===== config.mk =====
export PLATFORM = sky130hd
export DESIGN_NAME = mem_stage
export DESIGN_NICKNAME = d
export VERILOG_FILES = /design/src/rtl/mem_stage_pkg.sv /design/src/rtl/mem_load_align.sv /design/src/rtl/mem_stage.sv
export SDC_FILE = /design/constraint.sdc
export NUM_CORES = 1
export LEC_CHECK = 0
export ABC_AREA = 1
export BUFFER_PORTS_ARGS = -buffer_cell sky130_fd_sc_hd__buf_4
export CAP_MARGIN = 40
export CORE_AREA = 2 2 138 140
export DETAILED_ROUTE_END_ITERATION = 10
export DIE_AREA = 0 0 140 142
export MAX_ROUTING_LAYER = met4
export PLACE_DENSITY_LB_ADDON = 0.15
export SYNTH_ARGS = -nofsm -noshare
export SYNTH_HDL_FRONTEND = slang
export SYNTH_SLANG_ARGS = --single-unit

===== constraint.sdc =====
create_clock -name clk -period 14.3 [get_ports clk]
set_clock_uncertainty 0.15 [all_clocks]
set_input_delay 1.43 -clock clk [delete_from_list [all_inputs] [get_ports clk]]
set_output_delay 1.43 -clock clk [all_outputs]
set_load 0.1 [all_outputs]

===== src/rtl/mem_stage_pkg.sv =====
// Shared definitions for the MEM pipeline stage: bus widths, bus layouts
// and load-op codes.
package mem_stage_pkg;

  localparam int ES_TO_MS_BUS_WD = 140;
  localparam int MS_TO_WS_BUS_WD = 135;
  localparam int MS_FORWARD_WD   = 40;
  localparam int CSR_WD          = 47;

  typedef enum logic [2:0] {
    LD_W  = 3'b000,
    LD_B  = 3'b001,
    LD_H  = 3'b010,
    LD_BU = 3'b101,
    LD_HU = 3'b110
  } ld_op_e;

  // EX->MS bus, MSB first (csr lands at [139:93], pc at [31:0]).
  typedef struct packed {
    logic [CSR_WD-1:0] csr;
    logic              req_sent;
    logic              ertn;
    logic [15:0]       excp_num;
    logic              excp;
    logic [2:0]        ld_op;
    logic              res_from_mem;
    logic              gr_we;
    logic [4:0]        dest;
    logic [31:0]       alu_result;
    logic [31:0]       pc;
  } es_to_ms_bus_t;

  // MS->WS bus, MSB first (csr lands at [134:88], pc at [31:0]).
  typedef struct packed {
    logic [CSR_WD-1:0] csr;
    logic              ertn;
    logic [15:0]       excp_num;
    logic              excp;
    logic              gr_we;
    logic [4:0]        dest;
    logic [31:0]       final_result;
    logic [31:0]       pc;
  } ms_to_ws_bus_t;

endpackage


===== src/rtl/mem_load_align.sv =====
// Selects the addressed byte/halfword of a load word and extends it.
module mem_load_align
  import mem_stage_pkg::*;
(
  input  logic [2:0]  ld_op,
  input  logic [1:0]  off,
  input  logic [31:0] ld_data,
  output logic [31:0] result
);

  logic [7:0]  ld_byte;
  logic [15:0] ld_half;

  assign ld_byte = ld_data[{off, 3'b000} +: 8];
  assign ld_half = ld_data[{off[1], 4'b0000} +: 16];

  // Extension per load op; unknown codes yield zero.
  always_comb begin
    result = 32'h0;
    case (ld_op)
      LD_W:    result = ld_data;
      LD_B:    result = {{24{ld_byte[7]}}, ld_byte};
      LD_H:    result = {{16{ld_half[15]}}, ld_half};
      LD_BU:   result = {24'h0, ld_byte};
      LD_HU:   result = {16'h0, ld_half};
      default: result = 32'h0;
    endcase
  end

endmodule


===== src/rtl/mem_stage.sv =====
// MEM stage: collects data-SRAM responses, aligns load data, buffers one
// response under WB backpressure and drops responses of flushed requests.
module mem_stage
  import mem_stage_pkg::*;
(
  input  logic                       clk,
  input  logic                       reset,
  output logic                       ms_allowin,
  input  logic                       es_to_ms_valid,
  input  logic [ES_TO_MS_BUS_WD-1:0] es_to_ms_bus,
  input  logic                       ws_allowin,
  output logic                       ms_to_ws_valid,
  output logic [MS_TO_WS_BUS_WD-1:0] ms_to_ws_bus,
  input  logic                       data_sram_data_ok,
  input  logic [31:0]                data_sram_rdata,
  input  logic                       excp_flush,
  input  logic                       ertn_flush,
  output logic [MS_FORWARD_WD-1:0]   ms_forward,
  output logic                       ms_excp_ertn
);

  logic          ms_valid_q;
  es_to_ms_bus_t ms_bus_q;
  es_to_ms_bus_t es_bus;
  logic          buf_valid_q;
  logic [31:0]   buf_rdata_q;
  logic [1:0]    drop_cnt_q;
  logic [1:0]    drop_cnt_d;
  logic [2:0]    drop_sum;

  logic          flush;
  logic          resp_ok;
  logic          wait_resp;
  logic          ms_ready_go;
  logic          ms_load;
  logic          buf_capture;
  logic          drop_dec;
  logic          es_in_req;
  logic [31:0]   ld_data;
  logic [31:0]   ld_result;
  logic [31:0]   final_result;
  ms_to_ws_bus_t ws_bus;

  assign es_bus      = es_bus_t_cast(es_to_ms_bus);
  assign flush       = excp_flush | ertn_flush;
  assign resp_ok     = data_sram_data_ok & (drop_cnt_q == 2'd0);
  assign wait_resp   = ms_valid_q & ms_bus_q.req_sent & ~buf_valid_q;
  assign ms_ready_go = ~wait_resp | resp_ok;
  assign ms_allowin  = ~ms_valid_q | (ms_ready_go & ws_allowin);
  assign ms_load     = es_to_ms_valid & ms_allowin;
  assign buf_capture = wait_resp & resp_ok & ~ws_allowin & ~flush;
  assign drop_dec    = (drop_cnt_q != 2'd0) & data_sram_data_ok;
  assign es_in_req   = ms_load & es_bus.req_sent;

  function automatic es_to_ms_bus_t es_bus_t_cast(input logic [ES_TO_MS_BUS_WD-1:0] b);
    return es_to_ms_bus_t'(b);
  endfunction

  // Drop count: a flush orphans the waiting MS request and any request
  // entering this cycle; a response already pending for an older dropped
  // request still retires one count.
  always_comb begin
    drop_sum   = {1'b0, drop_cnt_q} - {2'b00, drop_dec};
    drop_cnt_d = drop_sum[1:0];
    if (flush) begin
      drop_sum   = drop_sum + {2'b00, wait_resp & ~resp_ok} + {2'b00, es_in_req};
      drop_cnt_d = (drop_sum > 3'd2) ? 2'd2 : drop_sum[1:0];
    end
  end

  // Control state: valid, response buffer flag and drop counter.
  always_ff @(posedge clk) begin
    if (reset) begin
      ms_valid_q  <= 1'b0;
      buf_valid_q <= 1'b0;
      drop_cnt_q  <= 2'd0;
    end else begin
      drop_cnt_q <= drop_cnt_d;
      if (flush) begin
        ms_valid_q <= 1'b0;
      end else if (ms_allowin) begin
        ms_valid_q <= es_to_ms_valid;
      end
      if (ms_load) begin
        buf_valid_q <= 1'b0;
      end else if (buf_capture) begin
        buf_valid_q <= 1'b1;
      end
    end
  end

  // Payload registers; qualified by the valid flags so no reset needed.
  always_ff @(posedge clk) begin
    if (ms_load) begin
      ms_bus_q <= es_bus;
    end
    if (buf_capture) begin
      buf_rdata_q <= data_sram_rdata;
    end
  end

  assign ld_data = buf_valid_q ? buf_rdata_q : data_sram_rdata;

  mem_load_align u_load_align (
    .ld_op   (ms_bus_q.ld_op),
    .off     (ms_bus_q.alu_result[1:0]),
    .ld_data (ld_data),
    .result  (ld_result)
  );

  assign final_result = ms_bus_q.res_from_mem ? ld_result : ms_bus_q.alu_result;

  assign ws_bus.csr          = ms_bus_q.csr;
  assign ws_bus.ertn         = ms_bus_q.ertn;
  assign ws_bus.excp_num     = ms_bus_q.excp_num;
  assign ws_bus.excp         = ms_bus_q.excp;
  assign ws_bus.gr_we        = ms_bus_q.gr_we;
  assign ws_bus.dest         = ms_bus_q.dest;
  assign ws_bus.final_result = final_result;
  assign ws_bus.pc           = ms_bus_q.pc;

  assign ms_to_ws_valid = ms_valid_q & ms_ready_go;
  assign ms_to_ws_bus   = ws_bus;
  assign ms_excp_ertn   = ms_valid_q & (ms_bus_q.excp | ms_bus_q.ertn);
  assign ms_forward     = {ms_valid_q & ms_bus_q.res_from_mem & ~ms_ready_go,
                           final_result, ms_bus_q.dest, ms_bus_q.gr_we, ms_valid_q};

endmodule


==> qor.txt <==
========================================================================================
Total power divided by cell area .......................................... 142.8 nW/um^2
Layout cells sized above 1 ................................................       0.4356
Violations in the final reports ........................................... design-rule violations
Total die area ............................................................  19,880 um^2
Vias after detailed routing ...............................................        5,549
Post-synth design cell area ...............................................    8079 um^2
Routed wire per std cell ..................................................     18.80 um
Number of nets produced by synthesis ......................................          888
Category of cells accounting for the largest share of critical-path delay . simple AND/OR/NAND/NOR gates
Nature of the critical path endpoint ......................................   output pin
Number of nets at the end of the flow .....................................        1,106
Starting Density ..........................................................       0.4378
Horizontal die dimension ..................................................       140 um
Buffer and inverter count on the worst path ...............................            4
Post-synthesis register bit count .........................................          176
Yosys synthesis warning count .............................................            0
Filler cell count .........................................................        1,602
Count of endpoints failing setup in the final report ......................            0
Endpoints failing hold ....................................................            0
Most common cell after layout, fill and taps aside ........................ sky130_fd_sc_hd__buf_4
Core area .................................................................  18,460 um^2
Share of the yosys chip area belonging to registers .......................       0.6492
Number of antenna violations at the first check in global routing .........            0
Slew Limit Headroom .......................................................       0.4130
Worst r2r path cells ......................................................           14
Peak fanout along the critical path .......................................           23
Most frequent cells in the layout ......................................... sky130_fd_sc_hd__buf_4, sky130_fd_sc_hd__nand2_1, sky130_fd_sc_hd__edfxtp_1, sky130_fd_sc_hd__nand3_1, sky130_fd_sc_hd__inv_1
GR Util All Layers ........................................................       0.2222
DRC violations left .......................................................            9
Critical Path Source ...................................................... ms_bus_q[71]
Mean Syn Cell Area ........................................................   11.51 um^2
Kind of path behind the tightest hold check ............................... flop to flop
# hold bufs at CTS ........................................................            0
Data required time of the critical path ...................................     12.72 ns
Combined flip-flop and latch cell area ....................................    5245 um^2
Vias in the first global route ............................................        5,590
Hold Path Stages ..........................................................            3
Clock transition at the registers of the reported paths ...................      0.07 ns
CP max stage delay ........................................................      0.46 ns
Number of CTS-inserted buffers ............................................           17
Type of the setup path with the least slack ............................... flop to output pin
Transition at the pin with the smallest max-transition slack ..............    0.8806 ns
Chip Height ...............................................................       142 um
Slowest stage cell, crit path ............................................. sky130_fd_sc_hd__nor2_2
First-pass GRT wire length ................................................    31,480 um
Minimum clock period after layout .........................................     4.592 ns
DP Wirelength .............................................................    16,980 um
Worst slack, placed .......................................................     9.758 ns
Gpl congestion ............................................................       0.8317
Post-cts gate resize count ................................................            0
Post-placement cell area ..................................................    9941 um^2
Post-Route Utilization ....................................................       0.5704
Number of diodes added for antenna fixing .................................            0
Area grow syn2layout ......................................................       30.29%
Area fraction of the dominant cell type after synthesis ...................       0.6393
Data arrival time of the worst path .......................................      3.01 ns
Slack of the critical path ................................................     9.708 ns
Buffer count from post-CTS setup fixing ...................................            0
Post-DR vias/cell .........................................................        4.759
Final Power ...............................................................      1504 uW
Period utilisation layout .................................................       0.3211
Maximum clock rate ........................................................    217.8 MHz
Distinct cell type count of the synthesized netlist .......................           31
Pre-Repair DR Iteration Count .............................................            9
Critical path, cell by cell ............................................... inv_1, ha_1, inv_1, nor2_2, nor2_1, nor2_2, buf_4, nand2_1, nand2_1, buf_4
Area leader, netlist ...................................................... sky130_fd_sc_hd__edfxtp_1
Initial DRC count .........................................................          372
RSZ-0062 raised after global routing ......................................        false
Placement row count .......................................................           50
Buffers from clock root to sink, at most ..................................            2
Clock H-tree levels .......................................................            4
Final-layout setup total negative slack ...................................         0 ns
Cell types occupying the most area after synthesis ........................ sky130_fd_sc_hd__edfxtp_1, sky130_fd_sc_hd__buf_4, sky130_fd_sc_hd__nand2_1
Max Slew Vio Count ........................................................            0
Overflow after GRT ........................................................            0
Leakage power total .......................................................  0.004760 uW
Clock network latency to the later pin of the worst-skew pair .............      0.42 ns
Critical path depth in cells ..............................................           10
Status .................................................................... complete, but fails checks
CTS tree ..................................................................        built
Fin area ..................................................................  10,530 um^2
Cells after synthesis .....................................................          702
Number of placed I/O pins .................................................          357
Setup crit start kind .....................................................         flop
Max-cap violations ........................................................            0
Worst r2r src .............................................................  buf_valid_q
Count of nets left with antenna violations after detail routing ...........            0
Buffers on Ports ..........................................................          356
Sinks on Clock Net ........................................................          176
Root buffer selected by CTS ............................................... sky130_fd_sc_hd__clkbuf_16
Multi-input gate area .....................................................    1548 um^2
Beginning of the worst hold path .......................................... drop_cnt_q[1]
Worst vdd ir ..............................................................     79.78 uV
Pin count of the biggest net entering global routing ......................           76
Post-Route WL .............................................................    21,920 um
========================================================================================
-- area by class of cell --
type,instances,area share
sequential,176,0.4983
timing repair buffer,362,0.2608
multi-input combinational,335,0.1470
clock buffer,17,0.04041
tap,234,0.02781
clock inverter,14,0.01521
inverter,28,0.01046
-- metrics by stage --
stage,hold slack [ns],std cells
final,0.4928,1166
after global placement,0.4810,1133
after global routing,0.5519,1166
after detailed placement,0.4907,1135
after CTS,0.5015,1166
after floorplan,0.4436,702
-- Yosys cell counts, drive strengths merged --
cell    count
o31ai       1
dfxtp       4
nand4       1
nand2     229
nor2       14
clkinv      1
o22ai       1
xor2        1
edfxtp    172
clkbuf      8
o211ai     22
nand3      42
o21a        1
nand3b      1
inv        27
a21oi       2
nor3        3
a211oi      1
ha          6
o21ai       9
fa          1
buf       155
-- cells by family after synthesis --
logic type,Yosys count,synth area share
xor gates and xnor gates,1,0.001084
buffers and inverters,191,0.1601
DFF,176,0.6492
and+or+nand+nor,290,0.1470
AOI/OAI and AO/OA,37,0.03082
adders and majority gates,7,0.01177
-- layer usage --
layer / vias to the layer above / routed length [um] / track usage
li1: 2659 / - / -
met1: 2623 / 8205 / 0.2551
met2: 236 / 11620 / 0.3791
met3: 31 / 1542 / 0.05754
met4: 0 / 548 / 0.08240
met5: - / 0 / -
-- report_power, final --
group	leakage (uW)	total, uW	switching [uW]	internal (uW)
combinational	0.00279	437	340	97.4
sequential	0.00168	608	9.07	599
clock	0.000289	459	223	236
-- tightest hold or removal path, delay by kind of cell, from the launching register on --
family / cells / cell delay (ns)
flops: 1 / 0.32
fa+ha+maj: 1 / 0.15
buf+inv: 1 / 0.07
compound gates: 1 / 0.06
-- state kept, by name (all words and copies together) (netlist names) --
| register | flops |
|---|---|
| ms_to_ws_bus | 97 |
| ms_bus_q | 37 |
| buf_rdata_q | 32 |
| ms_forward | 6 |
| drop_cnt_q | 2 |
| buf_valid_q | 1 |
| ms_valid_q | 1 |
-- worst paths after layout --
kind / end / slack, ns
hold / removal: drop_cnt_q[1] / 0.49
setup / recovery: ms_to_ws_bus[42] / 9.71
setup reg to reg: drop_cnt_q[0] / 10.99
hold reg to reg: drop_cnt_q[1] / 0.49
No activity file was read; power rests on OpenSTA's default activity.
